## src/rtl/lbist_ora.sv

```systemverilog
// MISR-based output response analyser: compacts CUT responses into a signature,
// then compares signature and vector count against golden values when the TPG ends.
module lbist_ora #(
    parameter int               WIDTH      = 8,
    parameter logic [WIDTH-1:0] POLY       = 8'h1D,
    parameter logic [WIDTH-1:0] SEED       = '0,
    parameter logic [WIDTH-1:0] GOLDEN     = 8'h00,
    parameter int               N_PATTERNS = 255,
    parameter int               CW         = 16
) (
    input  logic             clk,
    input  logic             rst,
    input  logic             cap_en,
    input  logic [WIDTH-1:0] cut_out,
    input  logic             TPG_E,
    output logic             ORA_R,
    output logic             pass,
    output logic [WIDTH-1:0] signature
);

    typedef enum logic [1:0] {
        IDLE,
        COMPACT,
        COMPARE,
        DONE
    } state_t;

    state_t           state;
    state_t           state_nxt;
    logic             fold;
    logic [WIDTH-1:0] sig;
    logic [WIDTH-1:0] sig_nxt;
    logic [WIDTH-1:0] feedback;
    logic [CW-1:0]    count;
    logic [CW-1:0]    count_nxt;
    logic             match;

    // NOTE: every signal written here gets a default first so no path leaves it
    // unassigned, which would otherwise infer a latch.
    always_comb begin
        state_nxt = state;
        fold      = 1'b0;
        case (state)
            IDLE: begin
                fold = cap_en;
                if (TPG_E) begin
                    state_nxt = COMPARE;
                end else if (cap_en) begin
                    state_nxt = COMPACT;
                end
            end
            COMPACT: begin
                fold = cap_en;
                if (TPG_E) begin
                    state_nxt = COMPARE;
                end
            end
            COMPARE: state_nxt = DONE;
            DONE:    state_nxt = DONE;
            default: state_nxt = IDLE;
        endcase
    end

    // A vector arriving with TPG_E is still folded before the compare.
    always_comb begin
        feedback  = sig[WIDTH-1] ? POLY : '0;
        sig_nxt   = {sig[WIDTH-2:0], 1'b0} ^ feedback ^ cut_out;
        count_nxt = (count == '1) ? count : count + 1'b1;
        match     = (sig == GOLDEN) && (count == CW'(N_PATTERNS));
    end

    // NOTE: sequential state uses non-blocking assignments so every register
    // samples pre-edge values regardless of statement order.
    always_ff @(posedge clk) begin
        if (rst) begin
            state <= IDLE;
        end else begin
            state <= state_nxt;
        end
    end

    always_ff @(posedge clk) begin
        if (rst) begin
            sig   <= SEED;
            count <= '0;
            ORA_R <= 1'b0;
            pass  <= 1'b0;
        end else begin
            if (fold) begin
                sig   <= sig_nxt;
                count <= count_nxt;
            end
            if (state == COMPARE) begin
                ORA_R <= 1'b1;
                pass  <= match;
            end
        end
    end

    assign signature = sig;

endmodule

```

## config.mk

```make
export PLATFORM = sky130hd
export DESIGN_NAME = lbist_ora
export DESIGN_NICKNAME = d
export VERILOG_FILES = /design/src/rtl/lbist_ora.sv
export SDC_FILE = /design/constraint.sdc
export NUM_CORES = 1
export LEC_CHECK = 0
export CAP_MARGIN = 15
export CORE_ASPECT_RATIO = 1.75
export CORE_MARGIN = 2
export CORE_UTILIZATION = 52
export CTS_CLUSTER_DIAMETER = 60
export DETAILED_ROUTE_END_ITERATION = 6
export PLACE_DENSITY_LB_ADDON = 0.15
export SLEW_MARGIN = 20
export SYNTH_ARGS = -nofsm -noshare
export SYNTH_HDL_FRONTEND = slang
export SYNTH_SLANG_ARGS = --single-unit
```

## constraint.sdc

```tcl
create_clock -name clk -period 2.1 [get_ports clk]
set_clock_uncertainty 0.05 [all_clocks]
set_input_delay 0.42 -clock clk [delete_from_list [all_inputs] [get_ports clk]]
set_output_delay 0.42 -clock clk [all_outputs]
set_load 0.05 [all_outputs]
```

==> results of run 1 <==
==> worst max path at each step <==
| stage | startpoint | to | slack (ps) | cells after the start |
|---|---|---|---|---|
| floorplan | count[0]$_SDFFE_PP0P_ | count[14]$_SDFFE_PP0P_ | 320 | 5 |
| global placement | cap_en | count[13]$_SDFFE_PP0P_ | -90 | 5 |
| detailed placement | cap_en | count[13]$_SDFFE_PP0P_ | -90 | 5 |
| CTS | signature[4]$_SDFFE_PP0P_ | signature[4] | 80 | 1 |
| global route | count[0]$_SDFFE_PP0P_ | count[14]$_SDFFE_PP0P_ | 10 | 5 |
| finish | signature[4]$_SDFFE_PP0P_ | signature[4] | 100 | 1 |
==> per-layer routing <==
layer	up-vias	routed length [um]	global-route usage (%)
met5	-	0	0
met3	8	108	3.023
li1	662	-	-
met1	652	1337	25.68
met2	31	1925	44.78
met4	0	79	11.81
==> final cells by class <==
class                   count  area share, %
clock buffers               4          3.177
multi-input cells         121          44.12
flip-flops and latches     28          32.35
repair buffers             34          17.62
well taps                  26          1.877
inverters                   4         0.8664
==> power groups by stage <==
| stage | Clock, mW | Sequential, mW | Combinational (mW) |
|---|---|---|---|
| 2_1_floorplan | 0 | 0.635 | 0.0850 |
| 3_3_place_gp | 0 | 0.590 | 0.208 |
| 3_5_place_dp | 0 | 0.591 | 0.212 |
| 4_1_cts | 0.342 | 0.579 | 0.213 |
| 5_1_grt | 0.358 | 0.582 | 0.230 |
| 6_report | 0.334 | 0.578 | 0.212 |
==> cells in the mapped netlist, types with 3 or more instances <==
cell type,number
or4_1,5
nor2_1,14
xnor2_1,11
nand4_1,5
nor4_1,6
inv_1,4
o311ai_0,3
o41ai_1,4
nand3_1,5
o21ai_0,6
or2_2,3
nand2_1,13
dfxtp_1,28
clkbuf_1,4
a211oi_1,5
o31ai_1,5
a21oi_1,15
==> sequential cells by signal, indices dropped and copies added (netlist names) <==
register / cells
pass: 1
count: 16
ORA_R: 1
signature: 8
state: 2
==> cell usage in the layout, fill, tap and decap left out, types with 4 or more instances in the layout <==
cell / n
nor4_1: 6
clkdlybuf4s50_1: 20
inv_1: 4
xnor2_1: 11
o31ai_1: 5
o21ai_0: 6
nand4_1: 5
a21oi_1: 15
nand2_1: 13
clkbuf_8: 4
or4_1: 5
o41ai_1: 4
buf_4: 14
nor2_1: 14
nand3_1: 5
a211oi_1: 5
dfxtp_1: 28
==> logic make-up (layout without fill, tap and decap cells) <==
logic type	Yosys count	after routing	share of synthesized area [%]
AO/OA/AOI/OAI	40	40	18.67
AND/OR/NAND/NOR	68	68	28.45
flip-flops	28	28	40.99
adder cells (fa/ha/maj)	1	1	0.9148
multiplexers	1	1	0.8234
buffers and inverters	11	42	3.110
XOR/XNOR	11	11	7.045
==> stage by stage <==
step                      setup WS [ps]  hold WS (ps)  std cells
after floorplan                   319.6         409.6        160
after global placement           -90.63         412.3        210
after detailed placement         -93.91         425.8        210
after CTS                         76.79         435.6        214
after global routing              10.96         479.5        217
final                             96.93         434.8        217
==> repair_timing <==
| action | in CTS | in global routing |
|---|---|---|
| setup buffers | 0 | 3 |
| endpoints found under the setup margin | 0 | 5 |
| gates resized for setup | 0 | 1 |
==> reports/results.txt, run 1 <==
Status = complete, no violations
Post-route cell area = 1733 um2
Vias in the first global route = 1,372
Iter 0 DRT Violations = 38
Slew Viols, Final = 0
Synth Instances = 160
Starting density of the core = 54.87%
Clock-pin slew on the worst setup and hold paths = 90 ps
Syn Nets = 173
Overall Global Routing Usage = 24.12%
CP max stage cell = clkdlybuf4s50_1
Comb pwr share = 18.9%
Site Rows = 24
Relative slew slack = 65.46%
Register area share after synthesis = 40.99%
Layout Nets = 205
Clock power share = 29.7%
Hold Path Sink = pass$_SDFFE_PP0N_
Via Count = 1,353
Max Freq = 0.4992 GHz
FF-to-FF End = count[3]$_SDFFE_PP0P_
Critical path arrival = 1530 ps
Flop and latch count out of synthesis = 28
Post-synth ARST share = 0%
WL/cell = 15.90 um
Avg Cell Area, Syn = 8.547 um2
Leakage power = 0.5851 nW
CP max stage delay = 840 ps
Vias per cell = 6.235
Clock Path Buffers = 2
Die Width = 42.77 um
Hpwl dp = 2.549 mm
Area of the multi-input gates = 764.5 um2
Min-Delay Path Depth = 2
Internal = 0.8138 mW
DRC = 0
Setup CP Type = register to output pin
WP data required = 1630 ps
Finish-stage setup viols = 0
Initial antenna violation count = 0
Syn. warnings = 0
R2R setup slack = 140 ps
Critical Path Sink Type = output pin
Max IR drop VDD = 0.4982 mV
Most used DFF post-synth = dfxtp_1
Hold-fix buffers, CTS = 0
Power Density = 649.1 nW/um2
Power after layout = 1.125 mW
Post-synth top area cell = dfxtp_1
Area after DPL = 1655 um2
Area grow syn2layout = 26.72%
Setup Total Neg Slack = 0 ps
CTS root buffer = clkbuf_8
RD Place Congestion = 0.8683
Tcrit/Tclk final = 95.38%
Synth area leaders = dfxtp_1 (41%), xnor2_1 (7.0%), a21oi_1 (5.5%)
Setup repair after global routing missed its margin = no
Minimum clock period = 2003 ps
ANT nets after route = 0
Antenna diodes = 0
Sw Ratio = 27.66%
Max_cap viols = 0
Pin count of the biggest net entering global routing = 17
Share of cells above drive strength 1 = 14.66%
Sequential power share = 51.4%
Layout Utilization = 69.53%
CP bufs+invs = 1
R2R cell count = 7
Worst-Margin Slew = 516.5 ps
First-pass GRT wire length = 5.768 mm
Post-Syn Area = 1368 um2
Clock Sinks = 28
TritonCTS Buffers = 3
Hold Crit Class = register to register
Fillers = 215
Post-synth EDFFs = 0
DRT Pass-1 Iters = 4
Startpoint types = register
Critical path peak fanout = 4
Core area = 2492 um2
Hold Crit Start = pass$_SDFFE_PP0N_
Sequential cell area = 560.5 um2
Final WL = 3.451 mm
Distinct cells, synth = 35
P_sw = 0.3111 mW
CP Cell Sequence = clkdlybuf4s50_1
Port Buffers = 21
Total die area = 3072 um2
Final hold vios = 0
Top cell type's share of synthesized area = 40.99%
# IOs = 22
RR Startpoint = count[0]$_SDFFE_PP0P_
H-tree levels = 1
Remaining global-route overflow = 0
Delay-heaviest family, CP = buffers and inverters
Die Y = 71.84 um
TritonCTS clock tree = yes
Clock Latency Late Sink = 280 ps
Note: power is estimated with default switching activity, not from simulation.
==> inputs of run 2 (changes only) <==
--- a/config.mk
+++ b/config.mk
@@ -7,7 +7,6 @@
 export LEC_CHECK = 0
 export CAP_MARGIN = 15
 export CORE_ASPECT_RATIO = 1.75
-export CORE_MARGIN = 2
 export CORE_UTILIZATION = 52
 export CTS_CLUSTER_DIAMETER = 60
 export DETAILED_ROUTE_END_ITERATION = 6
==> run 2 against run 1 <==
  * Power shrank 5.0%
  * Critical path depth unchanged
  * Setup slack better by 23 ps
  * Sequential power barely moved
  * Register-to-register slack about the same
  * Die area shrank 7.3%
  * Via count down 2.1%
  * Wire length is 3.8% lower
  * Critical path type unchanged
  * Critical endpoint is now signature[5]
==> reports/results.txt, run 2 (same netlist as run 1, synthesis figures left out) <==
Status = complete, no violations
Setup CP Type = register to output pin
Clock Path Buffers = 2 (unchanged)
Final worst slack = 120.0 ps (+23.09 ps)
Max reg flops = 16 (unchanged)
Via Count = 1,325 (-2.1%)
CP bufs+invs = 1 (unchanged)
Finish-stage setup viols = 0 (unchanged)
Commonest non-fill, non-tap cell in the layout = dfxtp_1
Layout Nets = 204 (-0.49%)
Top Metal Used = met4
Max Freq = 0.5051 GHz (+1.2%)
Die Width = 40.77 um (-4.7%)
Critical path arrival = 1510 ps (-20 ps)
CTS root buffer = clkbuf_8
Final hold vios = 0 (unchanged)
TritonCTS Buffers = 3 (unchanged)
Hpwl dp = 2.555 mm (+0.21%)
Vias in the first global route = 1,286 (-6.3%)
Hold Crit Class = register to register
Setup repair after global routing missed its margin = no
# IOs = 22 (unchanged)
CP max stage delay = 830 ps (about the same)
Overall Global Routing Usage = 26.12% (+2.0 points)
Length of routed met3 wiring = 90 um (-17%)
Leakage power = 0.5698 nW (-2.6%)
Sequential cell area = 560.5 um2 (unchanged)
Top reg by flops = count
Tcrit/Tclk final = 94.28% (-1.1 points)
Antenna diodes = 0 (unchanged)
ANT nets after route = 0 (unchanged)
WP data required = 1630 ps (about the same)
RD Place Congestion = 0.8027 (-7.6%)
Worst-Margin Slew = 502.7 ps (-13.71 ps)
CP max stage cell = clkdlybuf4s50_1
First-pass GRT wire length = 5.375 mm (-6.8%)
Relative slew slack = 66.38% (+0.92 points)
TritonCTS clock tree = yes
Iter 0 DRT Violations = 28 (-26%)
Met2 WL post-DR = 1.861 mm (-3.3%)
Startpoint types = register
Power Density = 623.5 nW/um2 (-4.0%)
Max_cap viols = 0 (unchanged)
Area grow syn2layout = 25.34%
DRT Pass-1 Iters = 4 (unchanged)
Wl on met1 = 1.287 mm (-3.7%)
Post-place setup slack = -123.7 ps (-29.80 ps)
H-tree levels = 1 (unchanged)
Hold WS = 433.5 ps (-1.277 ps)
WL/cell = 15.44 um (-2.9%)
Total die area = 2847 um2 (-7.3%)
Port Buffers = 21 (unchanged)
Site Rows = 24 (unchanged)
Max IR drop VDD = 0.4920 mV (-1.2%)
Pin count of the biggest net entering global routing = 17 (unchanged)
Initial antenna violation count = 0 (unchanged)
Final WL = 3.319 mm (-3.8%)
Clock Sinks = 28 (unchanged)
Share of cells above drive strength 1 = 14.29% (-0.37 points)
Critical Path Sink Type = output pin
Delay-heaviest family, CP = buffers and inverters
Critical path peak fanout = 4 (unchanged)
Starting density of the core = 54.87% (unchanged)
Area of the multi-input gates = 767.0 um2 (+0.33%)
Minimum clock period = 1980 ps (-23.09 ps)
CP Cell Sequence = clkdlybuf4s50_1
Most frequent cells in the layout = dfxtp_1 (28), clkdlybuf4s50_1 (20), a21oi_1 (15)
Hold-fix buffers, CTS = 0 (unchanged)
Clock Latency Late Sink = 260 ps (-20 ps)
Die Y = 69.84 um (-2.8%)
Remaining global-route overflow = 0 (unchanged)
Vias per cell = 6.163 (-1.2%)
Fillers = 210 (-2.3%)
Core area = 2492 um2 (unchanged)
Slew Viols, Final = 0 (unchanged)
DRC = 0 (unchanged)
Clock-pin slew on the worst setup and hold paths = 90 ps (about the same)
[run 2: cell count changes in the layout (fill, tap and decap cells not counted)]
cell	before	now
buf_4	14	13
clkbuf_8	4	3
ha_1	1	0
ha_2	0	1
o311ai_0	2	3
o311ai_1	1	0
[run 2: final timing paths]
| kind | start | end | slack [ps] | cells past startpoint |
|---|---|---|---|---|
| max | signature[5]$_SDFFE_PP0P_ | signature[5] | 120 | 1 |
| min | pass$_SDFFE_PP0N_ | pass$_SDFFE_PP0N_ | 430 | 2 |
| min reg2reg | pass$_SDFFE_PP0N_ | pass$_SDFFE_PP0N_ | 430 | 2 |
| max reg2reg | count[0]$_SDFFE_PP0P_ | count[4]$_SDFFE_PP0P_ | 150 | 6 |
[run 2: per-stage QoR]
step	TNS (ps)	cells	power, mW	utilization (%)	instance area, um2
floorplan	0	160	0.7205	-	1368
global placement	-180.4	210	0.7974	66.42	1655
detailed placement	-472.3	210	0.8033	66.42	1655
CTS	0	213	1.081	68.07	1697
global route	0	215	1.112	68.78	1714
finish	0	215	1.069	68.78	1714
[run 2: per-layer routing]
layer,vias up,track usage [%]
met2,29,46.21
li1,662,-
met1,626,28.93
met5,-,0
met4,0,9.259
met3,8,3.205
[run 2: final cells by class]
cell class                      instances  area share [%]
Multi-Input combinational cell        121           44.74
Timing Repair Buffer                   33           17.37
Sequential cell                        28           32.70
Inverter                                4          0.8759
Tap cell                               26           1.898
Clock buffer                            3           2.409
[run 2: timing repair]
action / CTS / global route
hold endpoints to repair: 0 / 0
setup buffers: 0 / 2
gates resized for setup: 0 / 1
endpoints found under the setup margin: 0 / 3
[run 2: power breakdown]
group / leakage (nW) / switching (mW) / internal [mW] / total (mW)
registers: 0.228 / 0.0268 / 0.552 / 0.578
clock network: 0.0216 / 0.149 / 0.128 / 0.277
logic: 0.320 / 0.119 / 0.0941 / 0.213
==> RTL change 1 (flow settings as in run 2) <==
Put one more register stage on the output `signature`, without a reset. The value now appears one clock later. The other outputs are not delayed to match.
--- a/src/rtl/lbist_ora.sv
+++ b/src/rtl/lbist_ora.sv
@@ -99,3 +99,5 @@
 
-    assign signature = sig;
+    always_ff @(posedge clk) begin
+        signature <= sig;
+    end
 
Function: changed (a bounded check fails within 4 cycles, from zero or initial values and one cycle with rst high).
==> RTL change 1 against run 2 <==
  * The run now ends with design-rule violations left
  * Sequential cell count increased by 8
  * Via count increased by 6.5%
  * Wire length increased by 8.3%
  * Hold slack got worse by 80 ps
  * Sequential share of layout area increased by 3.9 points
  * Utilization decreased by 0.71 points
  * Total power increased by 46%
  * Final cell count increased by 7.9%
  * Global-route usage decreased by 1.5 points
  * Non-clock buffer count decreased by 2
  * Synthesized area increased by 15%
  * Setup slack improved by 73 ps
  * Cell area increased by 15%
  * Critical path type unchanged
  * Highest routed layer unchanged
==> RTL change 1: results (changes against run 2) <==
DR iter-0 viols: 40 (+43%)
Peak supply drop: 0.727 mV (+48%)
H-tree Lvls: 2 (+1)
Sequential Area: 721 um^2 (+29%)
TritonRoute pass-1 iters: 6 (+2)
Least-Margin Pin Slew: 514 ps (+11.3 ps)
GR Util All Layers: 24.6% (-1.5 points)
Placement Cell Area: 1860 um^2 (+13%)
Layout cell share with drive strength beyond 1: 13.7% (-0.56 points)
Net Sw Frac: 25.0% (-2.5 points)
Worst hold slack: 354 ps (-80.0 ps)
First-pass GRT wire length: 5910 um (+9.9%)
Violated checks: design-rule violations
Status: finished with violations
Largest net degree at the start of global routing: 14 (-3)
Hold path endpoint: signature[4]
Synth area leaders: dfxtp_1 46%, xnor2_1 6.1%, a21oi_1 5.1%
WP data arrival: 1440 ps (-70 ps)
CP Max Fanout: 2 (-2)
Layout non-clock buf frac: 14.5% (-2.9 points)
Mapped Nets: 186 (+7.5%)
Pleak: 0.682 nW (+20%)
Logic inverters: 6 (+2)
Via density: 6.08 (-1.3%)
Drt drc: 3 (+3)
GPL Wtd Cong: 0.851 (+6.0%)
Clk Latency, worst-skew pair: 290 ps (+30 ps)
CP Capture Point: pass
Number of global-route vias before repair: 1312 (+2.0%)
Flop2flop setup slack: 330 ps (+180 ps)
## RTL change 1: cell count changes after synthesis, sizes merged, moves of 3 or more
cell	run 2	this run
and4	0	3
dfxtp	28	36
o41ai	4	1
or2	3	0
or3	3	6
## RTL change 1: routing by layer
layer | up-vias | routed length, um
met5 | - | 0
met4 | 0 | 99
met3 | 16 | 148
met2 | 41 | 1970
met1 | 658 | 1380
li1 | 696 | -
## RTL change 1: stage by stage
| stage | total power [mW] | instances | setup WS (ps) |
|---|---|---|---|
| floorplan | 0.895 | 173 | 417 |
| global placement | 0.976 | 224 | 59.3 |
| detailed placement | 0.980 | 224 | 43.7 |
| CTS | 1.57 | 232 | 189 |
| global route | 1.62 | 232 | 163 |
| finish | 1.56 | 232 | 193 |
## RTL change 1: power groups by stage
stage	clock, mW	combinational, mW	sequential, mW
after CTS	0.600	0.221	0.746
final	0.593	0.218	0.746
after floorplan	0	0.0884	0.806
after global placement	0	0.216	0.760
after global routing	0.629	0.238	0.749
after detailed placement	0	0.218	0.762
==> RTL change 2 (config.mk and constraints of run 2) <==
Made on the original files. The parameter `WIDTH` goes from 8 to 10.
--- a/src/rtl/lbist_ora.sv
+++ b/src/rtl/lbist_ora.sv
@@ -3,3 +3,3 @@
 module lbist_ora #(
-    parameter int               WIDTH      = 8,
+    parameter int               WIDTH      = 10,
     parameter logic [WIDTH-1:0] POLY       = 8'h1D,
Ports: changed (resized cut_out and signature); port bits go from 22 to 26. No check against the original RTL was run, so the function may have changed too.
==> RTL change 2 against run 2 <==
  * Synthesized area is 7.6% higher
  * Final cell count is 7.4% higher
  * Critical path type unchanged
  * Cell area is 11% higher
  * Via count is 4.0% higher
  * Utilization is 1.8 points higher
  * Non-clock buffer count is 2 higher
  * Wire length is 8.3% higher
  * Setup slack worse by 37 ps
  * Total power is 34% higher
  * Sequential cell count is 2 higher
==> RTL change 2: results (changes against run 2) <==
Peak supply drop: 0.464 mV (-5.7%)
Pleak: 0.660 nW (+16%)
PortBufs: 25 (+19%)
Drt wl/cell: 15.6 um (+0.76%)
Layout cell share with drive strength beyond 1: 11.3% (-3.0 points)
Top post-synthesis cells by count: 30 x dfxtp_1, 19 x nor2_1, 16 x a21oi_1, 14 x xnor2_1, 12 x nand2_1
H-tree Lvls: 2 (+1)
GPL Wtd Cong: 0.858 (+6.8%)
Pwr per Cell Area: 754 nW/um^2 (+21%)
WP data arrival: 1550 ps (+40 ps)
FILL cells: 239 (+14%)
DP Wirelength: 2650 um (+3.7%)
Flop2flop setup slack: 250 ps (+100 ps)
Synth area leaders: dfxtp_1 41%, xnor2_1 8.3%, a21oi_1 5.4%
Hold path endpoint: ORA_R
GR Util All Layers: 25.3% (-0.79 points)
Largest incremental delay on the critical path: 850 ps (+20 ps)
R2R Path End: count[7]
Hold path start: ORA_R
Internal power contribution: 1.04 mW (+34%)
Via count: 1378 (+4.0%)
Clock power share: 38.9% (+13 points)
Mapped Nets: 184 (+6.4%)
Worst hold slack: 396 ps (-37.3 ps)
Clk Latency, worst-skew pair: 290 ps (+30 ps)
Via density: 5.97 (-3.2%)
Placement Cell Area: 1790 um^2 (+8.1%)
Num CTS Buffers: 5 (+2)
Status: completed
[RTL change 2: changes by cell type in the layout (fill, tap and decap cells not counted), sizes merged, moves of 3 or more]
cell / run 2 / this run
nand2b: 0 / 3
clkbuf: 3 / 8
o311ai: 3 / 0
o41ai: 4 / 1
nor2: 14 / 19
xnor2: 11 / 14
or3: 3 / 6
or2: 3 / 0
nor3: 2 / 5
clkdlybuf4s50: 20 / 24
nand3: 6 / 3
[RTL change 2: layer usage]
layer / routed length, um / part of all wire (%) / up-vias / global-route usage, %
met5: 0 / 0 / - / 0
met4: 78 / 2.2 / 0 / 13.5
met3: 160 / 4.5 / 6 / 4.98
met2: 2000 / 56 / 41 / 47.2
met1: 1360 / 38 / 643 / 25.6
li1: - / - / 688 / -
[RTL change 2: worst max-delay path by stage]
stage | startpoint | end | slack (ps) | depth (start not counted)
after global placement | cap_en | count[9] | -40 | 5
after floorplan | cap_en | count[13] | 370 | 6
after global routing | count[0] | count[5] | 20 | 6
after detailed placement | cap_en | count[15] | -120 | 5
final | signature[2] | signature[2] | 80 | 1
after CTS | signature[2] | signature[2] | 80 | 1
[RTL change 2: area by class of cell]
type / instances / area (um^2) / share of cell area [%]
clock buffers: 8 / 110 / 5.80
inverters: 4 / 15.0 / 0.791
multi-input cells: 127 / 817 / 43.0
flip-flops and latches: 30 / 601 / 31.6
well taps: 27 / 33.8 / 1.78
repair buffers: 35 / 323 / 17.0
[RTL change 2: logic make-up (layout without fill, tap and decap cells)]
kind of cell | Yosys count | count (layout) | share of synthesized area, %
and+or+nand+nor | 72 | 72 | 27.0
AOI/OAI and AO/OA | 37 | 37 | 17.3
DFF | 30 | 30 | 40.8
xor gates and xnor gates | 15 | 15 | 8.93
buffers and inverters | 12 | 47 | 3.66
muxes | 2 | 2 | 1.36
adders and majority gates | 1 | 1 | 0.850
